**src/rtl/riscv_pkg.sv**
```systemverilog
// Shared RV32 definitions used by the multiply/divide unit: widths, op/state
// encodings, special-case constants and a conditional-negate helper.
package riscv_pkg;

  localparam int XLEN = 32;

  typedef enum logic [2:0] {
    OP_MUL    = 3'b000,
    OP_MULH   = 3'b001,
    OP_MULHSU = 3'b010,
    OP_MULHU  = 3'b011,
    OP_DIV    = 3'b100,
    OP_DIVU   = 3'b101,
    OP_REM    = 3'b110,
    OP_REMU   = 3'b111
  } muldiv_op_e;

  typedef enum logic [1:0] {
    ST_IDLE = 2'b00,
    ST_MUL  = 2'b01,
    ST_DIV  = 2'b10,
    ST_DONE = 2'b11
  } muldiv_state_e;

  localparam logic [31:0] DIV_BY_ZERO_Q = 32'hFFFF_FFFF;
  localparam logic [31:0] INT_MIN       = 32'h8000_0000;

  function automatic logic [31:0] cneg32(input logic [31:0] v, input logic neg);
    return neg ? (32'd0 - v) : v;
  endfunction

  function automatic logic [63:0] cneg64(input logic [63:0] v, input logic neg);
    return neg ? (64'd0 - v) : v;
  endfunction

endpackage

```
**src/rtl/muldiv_iter.sv**
```systemverilog
// Shared 64-bit shift/accumulate datapath: one shift-add multiply step or one
// restoring-division step per enable. acc_next exposes the post-step value.
module muldiv_iter
  import riscv_pkg::*;
(
  input  logic              clk,
  input  logic              rst_n,
  input  logic              load,
  input  logic              en,
  input  logic              div_mode,
  input  logic [XLEN-1:0]   load_a,
  input  logic [XLEN-1:0]   load_b,
  output logic [2*XLEN-1:0] acc_next
);

  logic [63:0] acc_r;
  logic [31:0] b_r;
  logic [32:0] sum_s;
  logic [32:0] rem_sh_s;
  logic [32:0] diff_s;

  // one iteration step; divide keeps the partial remainder in the upper half
  always_comb begin
    sum_s    = 33'd0;
    rem_sh_s = 33'd0;
    diff_s   = 33'd0;
    acc_next = acc_r;
    if (div_mode) begin
      rem_sh_s = acc_r[63:31];
      diff_s   = rem_sh_s - {1'b0, b_r};
      if (rem_sh_s >= {1'b0, b_r}) begin
        acc_next = {diff_s[31:0], acc_r[30:0], 1'b1};
      end else begin
        acc_next = {rem_sh_s[31:0], acc_r[30:0], 1'b0};
      end
    end else begin
      sum_s    = {1'b0, acc_r[63:32]} + (acc_r[0] ? {1'b0, b_r} : 33'd0);
      acc_next = {sum_s, acc_r[31:1]};
    end
  end

  // accumulator and divisor/multiplicand registers
  always_ff @(posedge clk or negedge rst_n) begin
    if (!rst_n) begin
      acc_r <= 64'd0;
      b_r   <= 32'd0;
    end else if (load) begin
      acc_r <= {32'd0, load_a};
      b_r   <= load_b;
    end else if (en) begin
      acc_r <= acc_next;
    end
  end

endmodule

```
**src/rtl/muldiv_unit.sv**
```systemverilog
// Iterative RV32M multiply/divide unit: 32-cycle shift-add multiply and
// restoring divide, with divide-by-zero and signed overflow resolved at accept.
module muldiv_unit #(
  parameter int XLEN = 32
) (
  input  logic            clk,
  input  logic            rst_n,
  input  logic            start,
  input  logic [2:0]      funct3,
  input  logic [XLEN-1:0] op_a,
  input  logic [XLEN-1:0] op_b,
  output logic [XLEN-1:0] result,
  output logic            done,
  output logic            busy,
  output logic            stall
);
  import riscv_pkg::*;

  muldiv_state_e state_r, state_next_s;
  logic [5:0]  cnt_r;
  logic [2:0]  funct3_r;
  logic        sign_a_r, sign_b_r;
  logic [31:0] result_r;

  logic        accept_s, step_s, last_iter_s, special_s;
  logic        a_signed_s, b_signed_s, div_zero_s, div_ovf_s;
  logic [31:0] abs_a_s, abs_b_s, special_val_s, final_s;
  logic [63:0] acc_next_s, prod_s;

  // operand decode and special-case detection at acceptance
  always_comb begin
    a_signed_s = 1'b0;
    b_signed_s = 1'b0;
    case (muldiv_op_e'(funct3))
      OP_MULH, OP_DIV, OP_REM: begin
        a_signed_s = 1'b1;
        b_signed_s = 1'b1;
      end
      OP_MULHSU: a_signed_s = 1'b1;
      default: begin
        a_signed_s = 1'b0;
        b_signed_s = 1'b0;
      end
    endcase
    accept_s   = (state_r == ST_IDLE) && start;
    div_zero_s = funct3[2] && (op_b == 32'd0);
    div_ovf_s  = funct3[2] && !funct3[0] && (op_a == INT_MIN) && (op_b == 32'hFFFF_FFFF);
    special_s  = div_zero_s || div_ovf_s;
    abs_a_s    = cneg32(op_a, a_signed_s && op_a[31]);
    abs_b_s    = cneg32(op_b, b_signed_s && op_b[31]);
    if (div_zero_s) begin
      special_val_s = funct3[1] ? op_a : DIV_BY_ZERO_Q;
    end else begin
      special_val_s = funct3[1] ? 32'd0 : INT_MIN;
    end
  end

  // sign fix-up and word select on the final iteration
  always_comb begin
    step_s      = (state_r == ST_MUL) || (state_r == ST_DIV);
    last_iter_s = step_s && (cnt_r == 6'd31);
    prod_s      = cneg64(acc_next_s, sign_a_r ^ sign_b_r);
    if (state_r == ST_DIV) begin
      final_s = funct3_r[1] ? cneg32(acc_next_s[63:32], sign_a_r)
                            : cneg32(acc_next_s[31:0], sign_a_r ^ sign_b_r);
    end else begin
      final_s = (funct3_r == 3'b000) ? prod_s[31:0] : prod_s[63:32];
    end
  end

  muldiv_iter u_iter (
    .clk      (clk),
    .rst_n    (rst_n),
    .load     (accept_s),
    .en       (step_s),
    .div_mode (state_r == ST_DIV),
    .load_a   (abs_a_s),
    .load_b   (abs_b_s),
    .acc_next (acc_next_s)
  );

  // next-state logic
  always_comb begin
    state_next_s = state_r;
    case (state_r)
      ST_IDLE: begin
        if (start) begin
          if (special_s)      state_next_s = ST_DONE;
          else if (funct3[2]) state_next_s = ST_DIV;
          else                state_next_s = ST_MUL;
        end else begin
          state_next_s = ST_IDLE;
        end
      end
      ST_MUL, ST_DIV: begin
        if (last_iter_s) state_next_s = ST_DONE;
        else             state_next_s = state_r;
      end
      ST_DONE: state_next_s = ST_IDLE;
      default: state_next_s = ST_IDLE;
    endcase
  end

  // state register
  always_ff @(posedge clk or negedge rst_n) begin
    if (!rst_n) state_r <= ST_IDLE;
    else        state_r <= state_next_s;
  end

  // operation context, iteration counter and result register
  always_ff @(posedge clk or negedge rst_n) begin
    if (!rst_n) begin
      cnt_r    <= 6'd0;
      funct3_r <= 3'd0;
      sign_a_r <= 1'b0;
      sign_b_r <= 1'b0;
      result_r <= 32'd0;
    end else if (accept_s) begin
      cnt_r    <= 6'd0;
      funct3_r <= funct3;
      sign_a_r <= a_signed_s && op_a[31];
      sign_b_r <= b_signed_s && op_b[31];
      if (special_s) result_r <= special_val_s;
    end else if (step_s) begin
      cnt_r <= cnt_r + 6'd1;
      if (last_iter_s) result_r <= final_s;
    end
  end

  assign result = result_r;
  assign done   = (state_r == ST_DONE);
  assign busy   = (state_r != ST_IDLE);
  assign stall  = ((state_r == ST_IDLE) && start) || step_s;

endmodule

```
**config.mk**
```make
export PLATFORM = sky130hd
export DESIGN_NAME = muldiv_unit
export DESIGN_NICKNAME = d
export VERILOG_FILES = /design/src/rtl/riscv_pkg.sv /design/src/rtl/muldiv_iter.sv /design/src/rtl/muldiv_unit.sv
export SDC_FILE = /design/constraint.sdc
export NUM_CORES = 1
export LEC_CHECK = 0
export CORE_MARGIN = 2
export CORE_UTILIZATION = 35
export DETAILED_ROUTE_END_ITERATION = 7
export DONT_BUFFER_PORTS = 1
export PLACE_DENSITY = 0.55
export SLEW_MARGIN = 20
export SYNTH_ARGS = -nofsm -noshare
export SYNTH_HDL_FRONTEND = slang
export SYNTH_SLANG_ARGS = --single-unit
```
**constraint.sdc**
```tcl
create_clock -name clk -period 7.9 [get_ports clk]
set_clock_uncertainty 0.15 [all_clocks]
set_input_delay 1.185 -clock clk [delete_from_list [all_inputs] [get_ports clk]]
set_output_delay 1.185 -clock clk [all_outputs]
set_load 0.1 [all_outputs]
```
==> flow_summary.toml, run 1 <==
[clock_network]
clk_latency_ns = 0.46
clockBufferDepth = 2
ctsHoldBuffers = 0
clk_pin_slew_worst_paths_ns = 0.07
clock-sinks = 141
post_cts_resized = 0
htree_levels = 4
cts_tree = "done"
post-cts-setup-buffer-count = 0
numCtsBuffers = 17
cts-root-buf = "clkbuf_16"

[route]
viasPerCell = 6.18
vias = 16340
ant_nets = 0
wl_met2_um = 27700
wl_met3_um = 5370
highest_layer = "met5"
drt_first_pass_iters = 6
route.detailed.drc = 0
drtIter0Drc = 1680
wl_per_cell_um = 24.5
wirelength_um = 64700
m1WireLength_um = 28900

[global_route]
antenna_found_initial = 3
grtUsageTotal = 0.277
grt_pass1_vias = 15761
grt-ovfl-total = 0
grt_max_degree = 142
grt_first_pass_wirelength_um = 99000

[setup_path]
endpoint_kind = "flip-flop"
path_common_cell = "o21ai_0"
crit_required_ns = 8.04
cp_slowest_cell = "nor4_1"
setup.worst_path.class = "reg2reg"
cp_max_fo = 9
path_cells = "ha_1 -> a21oi_2 -> o21ai_1 -> o21bai_1 -> o31ai_2 -> buf_4 -> a31o_2 -> ha_1 -> o21ai_0 -> nor4_1 -> and4_1 -> nand3_1 -> inv_1 -> o211ai_1 -> nor4_1 -> nand4b_1 -> a22oi_1 -> o21ai_0 -> nor4bb_1 -> o21ai_0"
startpoint_type = "flip-flop"
cpPeakStageDelay_ns = 0.70
crit_arrival_ns = 6.48

[placement]
portBuffers = 0
gp_congestion = 0.959
post-dp-hpwl_um = 49500

[sta]
finalSetupViolations = 0
clock.fmax_mhz = 158
tightest_slew_ns = 1.09
relSlewSlack = 0.256
final_hold_viol_count = 0
rsz0062_at_grt = "false"
setup_tns_ns = 0
slew_viol_final = 0
final.period_utilization = 0.802
min_period_ns = 6.34

[synth]
ys_types = 99
synth_top_family_by_area = "compound AO/OA/AOI/OAI gates"
synth_top_flop_cell = "dfrtp_1"
synthTopCellsByArea = "dfrtp_1 (23%), o21ai_0 (6.6%), ha_1 (5.9%)"
syn-num-nets = 2243
synth.area.mux_share = 0.0381
synth-compound-area-share = 0.295
async_flop_share = 1.00
syn-cell-area_um2 = 15600
synth-edff-count = 0
yosysWarnings = 0
synth_area_leader_cell = "dfrtp_1"
syn_inst = 2097
ys_ff_latch = 141
synth-seq-area-share = 0.225
synth.top_cell.area_share = 0.225
syn_area_per_cell_um2 = 7.46
synthAdderAreaFrac = 0.0617
synth-xor-area-share = 0.0974
synthSimpleGateAreaFrac = 0.235

[floorplan]
rows = 77
fp.coreArea_um2 = 44200
die_y_um = 215
ios = 105
start_util = 0.354
fp.dieArea_um2 = 46400
die_width_um = 215

[layout]
layout.nets = 2183
drive_above_1_share = 0.0644
diodes = 0
area_delta_synth_final_pct = 7.67
n_fill_cell = 4695

[hold_path]
hp-class = "in2async"

[run]
cap_violations = 0

[run_status]
status = "finished, final reports clean"
-- Yosys cell counts (all sizes together) (15+ instances only) --
cell type / instances
a211oi: 29
a21boi: 16
a21o: 27
a21oi: 146
a31oi: 21
and2: 44
buf: 36
clkbuf: 82
dfrtp: 141
ha: 74
inv: 69
mux2i: 54
nand2: 242
nand3: 53
nand4: 33
nor2: 191
nor2b: 15
nor3: 54
nor4: 17
o211ai: 70
o21a: 20
o21ai: 212
o31ai: 30
o41ai: 16
or3: 29
xnor2: 88
xor2: 86
-- area by class of cell --
| type | count | area, µm² | share of cell area |
|---|---|---|---|
| Inverter | 71 | 267 | 0.0158 |
| Sequential cell | 141 | 3530 | 0.209 |
| Tap cell | 592 | 741 | 0.0440 |
| Multi-Input combinational cell | 1767 | 11400 | 0.679 |
| Clock buffer | 19 | 443 | 0.0263 |
| Clock inverter | 13 | 143 | 0.00847 |
| Timing Repair Buffer | 39 | 293 | 0.0174 |
-- metrics by stage --
step / hold WS, ns / instances / utilization / setup WS, ns / instance area [µm²]
2_1_floorplan: 0.313 / 2097 / - / 3.29 / 15600
3_3_place_gp: 0.315 / 2610 / 0.368 / 2.18 / 16300
3_5_place_dp: 0.326 / 2610 / 0.368 / 2.01 / 16300
4_1_cts: 0.262 / 2642 / 0.381 / 1.90 / 16800
5_1_grt: 0.264 / 2642 / 0.381 / 1.25 / 16800
6_report: 0.284 / 2642 / 0.381 / 1.56 / 16800
-- worst paths after layout --
kind,end,slack [ns],startpoint,cells after the start
setup / recovery,result[30],1.56,u_iter.acc_r[47],20
hold / removal,result[21],0.28,rst_n,0
setup reg to reg,result[30],1.56,u_iter.acc_r[47],20
hold reg to reg,sign_a_r,0.34,sign_a_r,2
max in group asynchronous,u_iter.b_r[6],7.09,rst_n,0
min in group clk,sign_a_r,0.34,sign_a_r,2
-- metal layers --
layer  up-vias  global-route usage
li1       7587                   -
met1      7902               0.385
met2       736               0.415
met3       113              0.0554
met4         2               0.120
met5         -                   0
-- state kept, by name, indices dropped and copies added (netlist names) --
name / count
sign_b_r: 1
result: 32
u_iter.b_r: 32
u_iter.acc_r: 64
cnt_r: 6
state_r: 2
sign_a_r: 1
funct3_r: 3
-- cells in the final DEF (no fill, tap or decap), types with 6 or more instances in the layout --
cell / synthesis / final
o22ai_1: 11 / 11
xor2_1: 86 / 85
nor3_1: 52 / 51
buf_4: 0 / 39
nor2b_1: 15 / 14
nand3_1: 53 / 53
or4_1: 7 / 7
or2_2: 11 / 11
dfrtp_1: 141 / 141
mux2i_1: 54 / 54
nand4_1: 33 / 33
and2_1: 43 / 42
a211oi_1: 29 / 29
o21bai_1: 7 / 7
a31o_2: 8 / 8
nand2_1: 242 / 241
clkbuf_16: 0 / 17
a21boi_0: 16 / 16
o21ai_0: 205 / 205
inv_1: 69 / 69
and3_1: 10 / 10
nor4_1: 15 / 15
or3_1: 29 / 29
a21oi_1: 143 / 143
nor2_1: 190 / 190
a211o_1: 6 / 6
a221oi_1: 8 / 8
o221ai_1: 9 / 9
o21a_1: 20 / 20
nor3b_1: 8 / 8
o211ai_1: 69 / 69
o41ai_1: 16 / 16
nand2b_1: 14 / 14
o31ai_1: 29 / 29
xnor2_1: 88 / 87
a31oi_1: 20 / 20
ha_1: 74 / 72
a21o_1: 27 / 27
o2111ai_1: 6 / 6
-- cells by family after synthesis --
group | Yosys count
AND/OR/NAND/NOR | 757
flip-flops | 141
AO/OA/AOI/OAI | 701
buffers and inverters | 189
multiplexers | 59
adder cells (fa/ha/maj) | 76
XOR/XNOR | 174
-- worst max-delay path: cells and delay by family, from the launching register on --
family	cells	cell delay (ns)
flip-flops	1	0.42
AND/OR/NAND/NOR	6	2.37
buffers and inverters	2	0.44
AO/OA/AOI/OAI	10	2.16
adder cells (fa/ha/maj)	2	0.64
Power of run 1 is left out: the tool's default activity adds up to more than one toggle a clock period on the data nets, which glitch-free logic cannot reach.
==> run 2: changes to the inputs <==
--- a/config.mk
+++ b/config.mk
@@ -9,7 +9,7 @@
 export CORE_UTILIZATION = 35
 export DETAILED_ROUTE_END_ITERATION = 7
 export DONT_BUFFER_PORTS = 1
-export PLACE_DENSITY = 0.55
+export PLACE_DENSITY = 0.57
 export SLEW_MARGIN = 20
 export SYNTH_ARGS = -nofsm -noshare
 export SYNTH_HDL_FRONTEND = slang
==> constraint.sdc (replaced) <==
create_clock -name clk -period 5.5 [get_ports clk]
set_clock_uncertainty 0.15 [all_clocks]
set_input_delay 0.825 -clock clk [delete_from_list [all_inputs] [get_ports clk]]
set_output_delay 0.825 -clock clk [all_outputs]
set_load 0.1 [all_outputs]
==> run 2 against run 1 <==
Hold slack worse by 0.25 ns; non-clock buffer count up 70; utilization up 1.3 points; cell count up 2.6%.
==> flow_summary.toml, run 2 (same netlist as run 1, synthesis figures left out) <==
[sta]
rsz0062_at_grt = "false"
tightest_slew_ns = 1.19
clock.fmax_mhz = 189
final_hold_viol_count = 0
whs_ns = 0.0355
min_period_ns = 5.29
slew_viol_final = 0
finalSetupViolations = 0
final.period_utilization = 0.962
setup_tns_ns = 0
relSlewSlack = 0.204

[global_route]
grt-ovfl-total = 0
grt_max_degree = 142
grt_first_pass_wirelength_um = 100000
grt_pass1_vias = 16000
grtUsageTotal = 0.281
antenna_found_initial = 1

[layout]
post-route-util = 0.394
largest_reg_flops = 64
top_register = "u_iter.acc_r"
layout_common_cells = "nand2_1 (241), o21ai_0 (204), nor2_1 (190)"
layout_commonest_cell = "nand2_1"
area_delta_synth_final_pct = 11.4
layout.nets = 2253
diodes = 0
drive_above_1_share = 0.0963

[route]
vias = 16821
wl_per_cell_um = 24.5
viasPerCell = 6.20
wirelength_um = 66500
drt_first_pass_iters = 6
route.detailed.drc = 0
drtIter0Drc = 1715
ant_nets = 0

[setup_path]
cp_slowest_cell = "dfrtp_1"
startpoint_type = "flip-flop"
endpoint_kind = "flip-flop"
cpPeakStageDelay_ns = 0.56
crit_arrival_ns = 5.50
crit_required_ns = 5.71
setup.worst_path.class = "reg2reg"
cp_max_fo = 8
path_cells = "and2_1 -> ha_1 -> inv_1 -> fa_1 -> nor2b_1 -> o2111ai_2 -> a211oi_1 -> nor2_1 -> o211ai_1 -> a221oi_1 -> xnor2_1 -> o32ai_1 -> buf_4 -> nand4_1 -> buf_4 -> o41ai_1 -> xnor2_1 -> nand3_1 -> a32o_1"

[clock_network]
cts-root-buf = "clkbuf_16"
clk_pin_slew_worst_paths_ns = 0.07
numCtsBuffers = 17
htree_levels = 4
clockBufferDepth = 2
clock-sinks = 141
clk_latency_ns = 0.47
cts_tree = "done"

[floorplan]
die_y_um = 215
fp.dieArea_um2 = 46400
rows = 77
fp.coreArea_um2 = 44200
start_util = 0.354
die_width_um = 215
ios = 105

[placement]
post-dp-hpwl_um = 51500
portBuffers = 0
gp_congestion = 0.989

[run]
cap_violations = 0

[run_status]
status = "finished, final reports clean"

[hold_path]
hp-class = "in2async"
-- run 2: cell count changes in the layout (fill, tap and decap cells not counted), sizes merged --
cell	before	now
inv	70	69
bufinv	2	3
buf	39	109
clkbuf	19	23
clkinvlp	5	0
-- run 2: worst max-delay path: cells and delay by family (launching register included) --
family                     cells  cell delay (ns)
xor gates and xnor gates       2             0.35
AOI/OAI and AO/OA              7             2.29
DFF                            1             0.56
adders and majority gates      2             0.58
and+or+nand+nor                5             0.74
buffers and inverters          3             0.49
-- run 2: cell type report --
cell class,instances,area [µm²]
repair buffers,109,838
fillers,4632,26800
multi-input cells,1767,11500
well taps,592,741
clock inverters,8,115
inverters,71,267
flip-flops and latches,141,3530
clock buffers,23,468
-- run 2: worst paths after layout --
| check | from | end | slack, ns | cells after the start |
|---|---|---|---|---|
| max in group asynchronous | rst_n | u_iter.acc_r[7] | 4.11 | 1 |
| min in group clk | funct3[2] | funct3_r[2] | 0.33 | 2 |
| worst max-delay path | u_iter.acc_r[0] | result[31] | 0.21 | 19 |
| worst min register to register | u_iter.b_r[14] | u_iter.b_r[14] | 0.36 | 2 |
| worst min-delay path | rst_n | result[28] | 0.04 | 1 |
| worst max register to register | u_iter.acc_r[0] | result[31] | 0.21 | 19 |
-- run 2: metal layers --
| metal | track usage | up-vias | routed length (µm) |
|---|---|---|---|
| li1 | - | 7713 | - |
| met1 | 0.377 | 8167 | 28600 |
| met2 | 0.443 | 809 | 29600 |
| met3 | 0.0523 | 130 | 5490 |
| met4 | 0.123 | 2 | 2850 |
| met5 | 0 | - | 9 |
-- run 2: stage by stage --
stage | std cells | cell area (µm²) | setup slack, ns
after CTS | 2705 | 17400 | 0.0958
after global placement | 2673 | 16700 | 0.131
after detailed placement | 2673 | 16700 | 0.159
final | 2711 | 17400 | 0.209
after global routing | 2711 | 17400 | 0.0178
after floorplan | 2097 | 15600 | 0.888
-- run 2: timing repair --
item / in CTS / in global routing
endpoints found under the hold margin: 141 / 0
setup endpoints to repair: 0 / 15
hold buffers: 1 / 0
gates resized for setup: 0 / 8
buffers inserted: 0 / 6
Power of run 2 is left out for the same reason.
==> run 3: changes to the inputs <==
--- a/config.mk
+++ b/config.mk
@@ -9,6 +9,7 @@
 export CORE_UTILIZATION = 35
 export DETAILED_ROUTE_END_ITERATION = 7
 export DONT_BUFFER_PORTS = 1
+export HOLD_SLACK_MARGIN = 0.12
 export PLACE_DENSITY = 0.57
 export SLEW_MARGIN = 20
 export SYNTH_ARGS = -nofsm -noshare
==> results of run 3 <==
No change in the layout: final DEF, timing and power equal those of run 2.
Power of run 3 is left out for the same reason.
